<file path="config.mk">
export PLATFORM = sky130hd
export DESIGN_NAME = rst_sequencer
export DESIGN_NICKNAME = d
export VERILOG_FILES = /design/src/rtl/rst_sequencer.sv
export SDC_FILE = /design/constraint.sdc
export NUM_CORES = 1
export LEC_CHECK = 0
export BUFFER_PORTS_ARGS = -buffer_cell sky130_fd_sc_hd__buf_2
export CAP_MARGIN = 40
export CORE_UTILIZATION = 30
export DETAILED_ROUTE_END_ITERATION = 7
export GPL_TIMING_DRIVEN = 0
export MAX_ROUTING_LAYER = met4
export PLACE_DENSITY = 0.5
export SKIP_CTS_REPAIR_TIMING = 1
export SLEW_MARGIN = 20
export SYNTH_ARGS = -nofsm -noshare
export SYNTH_HDL_FRONTEND = slang
export SYNTH_SLANG_ARGS = --single-unit
</file>
<file path="constraint.sdc">
create_clock -name clk -period 3.01 [get_ports clk]
set_input_delay 0 -clock clk [delete_from_list [all_inputs] [get_ports clk]]
set_output_delay 0 -clock clk [all_outputs]
set_load 0.005 [all_outputs]
</file>
<file path="src/rtl/rst_sequencer.sv">
// rst_sequencer: central reset controller for the RISCII processor.
//
// Synchronizes release of the raw board reset, waits for a stable clock,
// holds every domain in reset for HOLD_CYCLES, then releases the memory,
// core and peripheral domains in that order, STAGE_GAP cycles apart.
// Software, watchdog and clock-loss events restart the sequence.
//
// Ports:
//   clk          in   system clock
//   rstn         in   asynchronous active-low board reset
//   clk_ok       in   PLL/oscillator stable (asynchronous, synchronized here)
//   sw_rst_req   in   software reset request, one-cycle pulse
//   wdt_rst_req  in   watchdog reset request, one-cycle pulse
//   dbg_hold     in   (RST_DEBUG_HOLD_EN only) stall before core release
//   rstn_mem     out  memory-domain reset, active-low
//   rstn_core    out  core-domain reset, active-low
//   rstn_periph  out  peripheral-domain reset, active-low
//   seq_done     out  high while in RUN
//   rst_cause    out  last reset cause: 0 POR, 1 SW, 2 WDT, 3 clock loss
//
// Optional feature: define RST_DEBUG_HOLD_EN to add the dbg_hold input.

module rst_sequencer #(
  parameter int SYNC_STAGES = 2,
  parameter int HOLD_CYCLES = 16,
  parameter int STAGE_GAP   = 4,
  parameter int CNT_W       = 8
) (
  input  logic       clk,
  input  logic       rstn,
  input  logic       clk_ok,
  input  logic       sw_rst_req,
  input  logic       wdt_rst_req,
`ifdef RST_DEBUG_HOLD_EN
  input  logic       dbg_hold,
`endif
  output logic       rstn_mem,
  output logic       rstn_core,
  output logic       rstn_periph,
  output logic       seq_done,
  output logic [1:0] rst_cause
);

  typedef enum logic [2:0] {
    S_RESET, S_WAIT_CLK, S_HOLD, S_REL_MEM, S_REL_CORE, S_RUN
  } state_t;

  localparam logic [CNT_W-1:0] HOLD_LOAD = CNT_W'(HOLD_CYCLES - 1);
  localparam logic [CNT_W-1:0] GAP_LOAD  = CNT_W'(STAGE_GAP - 1);

  localparam logic [1:0] CAUSE_POR = 2'd0;
  localparam logic [1:0] CAUSE_SW  = 2'd1;
  localparam logic [1:0] CAUSE_WDT = 2'd2;
  localparam logic [1:0] CAUSE_CLK = 2'd3;

`ifndef RST_DEBUG_HOLD_EN
  logic dbg_hold;
  assign dbg_hold = 1'b0;
`endif

  logic [SYNC_STAGES-1:0] rst_pipe;
  logic [SYNC_STAGES-1:0] clk_ok_pipe;
  logic                   rst_sync;
  logic                   clk_ok_s;

  state_t           state, state_nxt;
  logic [CNT_W-1:0] cnt, cnt_nxt;
  logic             mem_nxt, core_nxt, periph_nxt, done_nxt;
  logic [1:0]       cause_nxt;

  // Synchronizer stage: reset release and clk_ok brought into clk domain
  always_ff @(posedge clk or negedge rstn) begin
    if (!rstn) begin
      rst_pipe    <= '0;
      clk_ok_pipe <= '0;
    end else begin
      rst_pipe    <= {rst_pipe[SYNC_STAGES-2:0], 1'b1};
      clk_ok_pipe <= {clk_ok_pipe[SYNC_STAGES-2:0], clk_ok};
    end
  end

  assign rst_sync = rst_pipe[SYNC_STAGES-1];
  assign clk_ok_s = clk_ok_pipe[SYNC_STAGES-1];

  // Sequencer stage: state, counter and registered domain resets
  always_ff @(posedge clk or negedge rstn) begin
    if (!rstn) begin
      state       <= S_RESET;
      cnt         <= '0;
      rstn_mem    <= 1'b0;
      rstn_core   <= 1'b0;
      rstn_periph <= 1'b0;
      seq_done    <= 1'b0;
      rst_cause   <= CAUSE_POR;
    end else begin
      state       <= state_nxt;
      cnt         <= cnt_nxt;
      rstn_mem    <= mem_nxt;
      rstn_core   <= core_nxt;
      rstn_periph <= periph_nxt;
      seq_done    <= done_nxt;
      rst_cause   <= cause_nxt;
    end
  end

  always_comb begin
    state_nxt  = state;
    cnt_nxt    = cnt;
    mem_nxt    = rstn_mem;
    core_nxt   = rstn_core;
    periph_nxt = rstn_periph;
    done_nxt   = seq_done;
    cause_nxt  = rst_cause;

    case (state)
      S_RESET: begin
        if (rst_sync) begin
          if (clk_ok_s) begin
            state_nxt = S_HOLD;
            cnt_nxt   = HOLD_LOAD;
          end else begin
            state_nxt = S_WAIT_CLK;
          end
        end
      end
      S_WAIT_CLK: begin
        if (clk_ok_s) begin
          state_nxt = S_HOLD;
          cnt_nxt   = HOLD_LOAD;
        end
      end
      S_HOLD: begin
        if (cnt == '0) begin
          mem_nxt   = 1'b1;
          cnt_nxt   = GAP_LOAD;
          state_nxt = S_REL_MEM;
        end else begin
          cnt_nxt = cnt - CNT_W'(1);
        end
      end
      S_REL_MEM: begin
        // Counter parks at zero while dbg_hold stalls the core release.
        if (cnt == '0) begin
          if (!dbg_hold) begin
            core_nxt  = 1'b1;
            cnt_nxt   = GAP_LOAD;
            state_nxt = S_REL_CORE;
          end
        end else begin
          cnt_nxt = cnt - CNT_W'(1);
        end
      end
      S_REL_CORE: begin
        if (cnt == '0) begin
          periph_nxt = 1'b1;
          done_nxt   = 1'b1;
          state_nxt  = S_RUN;
        end else begin
          cnt_nxt = cnt - CNT_W'(1);
        end
      end
      S_RUN: begin
        if (sw_rst_req || wdt_rst_req) begin
          mem_nxt    = 1'b0;
          core_nxt   = 1'b0;
          periph_nxt = 1'b0;
          done_nxt   = 1'b0;
          cause_nxt  = wdt_rst_req ? CAUSE_WDT : CAUSE_SW;
          state_nxt  = S_HOLD;
          cnt_nxt    = HOLD_LOAD;
        end
      end
      default: begin
        state_nxt = S_RESET;
        cnt_nxt   = '0;
      end
    endcase

    // Clock loss overrides any sw/wdt request seen on the same edge.
    if (!clk_ok_s && (state == S_HOLD || state == S_REL_MEM ||
                      state == S_REL_CORE || state == S_RUN)) begin
      mem_nxt    = 1'b0;
      core_nxt   = 1'b0;
      periph_nxt = 1'b0;
      done_nxt   = 1'b0;
      cause_nxt  = CAUSE_CLK;
      state_nxt  = S_WAIT_CLK;
      cnt_nxt    = '0;
    end
  end

endmodule
</file>
==> results.yml <==
run_status:
  status: "finished clean"
setup_path:
  reg2reg_setup_slack_ns: 0.80
  start_kind: "flip-flop"
  crit_fanout: 8
  cp.arrival_ns: 2.37
  required_ns: 3.16
  crit_path_end_kind: "flip-flop"
  crit_type: "flip-flop to flip-flop"
clock_tree:
  cts_buffers: 3
  cts_max_path_buffers: 2
  clock_latency_ns: 0.27
  cts_tree: "done"
  htree_levels: 1
  ctsRootBufferMaster: "clkbuf_8"
  cts.clk_slew.worst_paths_ns: 0.08
  cts.sinks: 20
floorplan:
  die_height_um: 67.16
  start_util: 0.3161
  core-area_um2: 4029
  die_x_um: 67.16
  rows: 23
  die-area_um2: 4510
  boundaryPins: 11
finish:
  diodes: 0
  drive_above_1_share: 0.1509
  final_cell_area_um2: 1461
  fin_util: 0.3627
  area_delta_synth_final_pct: 14.73
  nets: 166
route:
  ant_nets: 0
  firstDrtPassIters: 4
  via_count: 1192
  first_iter_violations: 72
  wl_um: 3207
  viasPerCell: 5.703
  wl_per_cell_um: 15.34
  drc: 0
pwr:
  leakage_uw: 0.0006299
  max-vdd-ir-drop_v: 0.0001904
  power.density_nw_per_um2: 849.0
  power_uw: 1241
synth:
  seq_area_frac_synth: 0.3929
  synth_edf_count: 0
  netlist_instances: 143
  synth_nets: 149
  synth.avg_cell_area_um2: 8.907
  ys_types: 54
  synth_ff_type: "dfrtp_1"
  synth_seq_cells: 20
  syn-cell-area_um2: 1274
  synthArstFlopShare: 1.000
  ys_warn_count: 0
job:
  cap_violations: 0
sta:
  post-route-period-util: 0.7354
  maxSlewViolCount: 0
  hold_viol_final: 0
  fin_skew_ns: 0.005246
  slew_headroom: 0.4810
  fmax_mhz: 451.8
  rsz0062_at_grt: "no"
  fin_crit_ns: 2.213
  timing.final.setup_violations: 0
  final.setup.tns_ns: 0
  worst_pin_slew_ns: 0.7769
  timing.final.ws_setup_ns: 0.7965
placement:
  gp_congestion: 0.8384
  dpl_worst_slack_ns: 0.8305
  dpl.hpwl_um: 2372
  numPortBuffers: 10
  detailed_place.area_um2: 1386
global_routing:
  grt_first_pass_wirelength_um: 5340
  gr-usage-all-layers: 0.1651
  overflow: 0
  grt_pass1_vias: 1119
  grt_max_degree: 21
  antenna_found_initial: 0
hold_path:
  hp-class: "input pin to flip-flop"
placed cells by master, fill, tap and decap left out, drive strengths merged, types with 3 or more instances in the layout:
master | Yosys | layout
a21o | 3 | 3
a21oi | 11 | 11
a22o | 3 | 3
a22oi | 3 | 3
a31oi | 3 | 3
buf | 3 | 13
clkbuf | 8 | 12
dfrtp | 20 | 20
inv | 8 | 8
nand2 | 4 | 4
nand2b | 3 | 3
nand3 | 4 | 4
nor2 | 11 | 11
nor3 | 4 | 4
o211ai | 4 | 4
o21ai | 13 | 13
o22ai | 3 | 3
layer usage:
metal	part of all wire	up-vias	global-route usage	wire [um]
met5	0	-	-	0
met2	0.47	34	0.2663	1497
met4	0.025	0	0.08511	79
li1	-	573	-	-
met1	0.46	578	0.1950	1462
met3	0.052	7	0.03041	167
power by group:
group / switching (uW) / total [uW] / internal (uW)
Combinational: 362 / 608 / 245
Clock: 100 / 217 / 117
Sequential: 73.9 / 416 / 342
Total: 537 / 1240 / 704
per-stage QoR:
| stage | hold WS [ns] | std cells |
|---|---|---|
| finish | 0.09459 | 209 |
| global route | 0.1154 | 209 |
| CTS | -0.3128 | 207 |
| detailed placement | -0.01352 | 203 |
| global placement | -0.02330 | 203 |
| floorplan | -0.2956 | 143 |
area by class of cell:
type | instances | area [um^2]
Fill cell | 430 | 2567
Multi-Input combinational cell | 104 | 695.7
Tap cell | 50 | 62.56
Sequential cell | 20 | 500.5
Buffer | 11 | 47.55
Inverter | 8 | 30.03
Timing Repair Buffer | 12 | 70.07
Clock buffer | 4 | 55.05
kinds of logic after synthesis:
logic type               share of synthesized area
AO/OA/AOI/OAI                               0.2957
adder cells (fa/ha/maj)                    0.01768
buffers and inverters                      0.06090
flip-flops                                  0.3929
multiplexers                               0.02554
other                                     0.002944
AND/OR/NAND/NOR                             0.2043
registers in the layout (all words and copies together), names as in the netlist:
| name | flops |
|---|---|
| rst_cause | 2 |
| cnt | 8 |
| seq_done | 1 |
| rstn_core | 1 |
| rstn_mem | 1 |
| rst_pipe | 2 |
| clk_ok_pipe | 2 |
| state | 3 |
cell usage after synthesis (all sizes together), types with 2 or more instances:
cell / n / area, um^2
a22oi: 3 / 22.52
a221o: 2 / 20.02
buf: 3 / 16.26
o22ai: 3 / 18.77
nor2: 11 / 41.29
or3: 2 / 17.52
nand3: 4 / 20.02
o21ai: 13 / 65.06
a32o: 2 / 20.02
nor3: 4 / 25.02
mux2: 2 / 22.52
a22o: 3 / 26.28
nor2b: 2 / 12.51
clkbuf: 8 / 31.28
nand2b: 3 / 18.77
o211ai: 4 / 35.03
a31oi: 3 / 18.77
a21o: 3 / 22.52
nand2: 4 / 15.01
inv: 8 / 30.03
a21oi: 11 / 55.05
dfrtp: 20 / 500.5
final timing paths:
| kind | cells after the start | start | endpoint |
|---|---|---|---|
| max | 7 | cnt[0] | cnt[4] |
| min | 3 | wdt_rst_req | rst_cause[1] |
| max reg2reg | 7 | cnt[0] | cnt[4] |
| min reg2reg | 0 | clk_ok_pipe[0] | clk_ok_pipe[1] |
| max in group asynchronous | 2 | rstn | cnt[1] |
| min in group asynchronous | 2 | rstn | state[2] |
worst max-delay path, stage by stage (launching register included):
cell	delay, ns
dfrtp_1	0.43
inv_1	0.09
ha_1	0.24
or4b_1	0.44
buf_2	0.18
o211ai_2	0.32
a21oi_1	0.12
a221o_1	0.27
No activity file was read; power rests on OpenSTA's default activity.
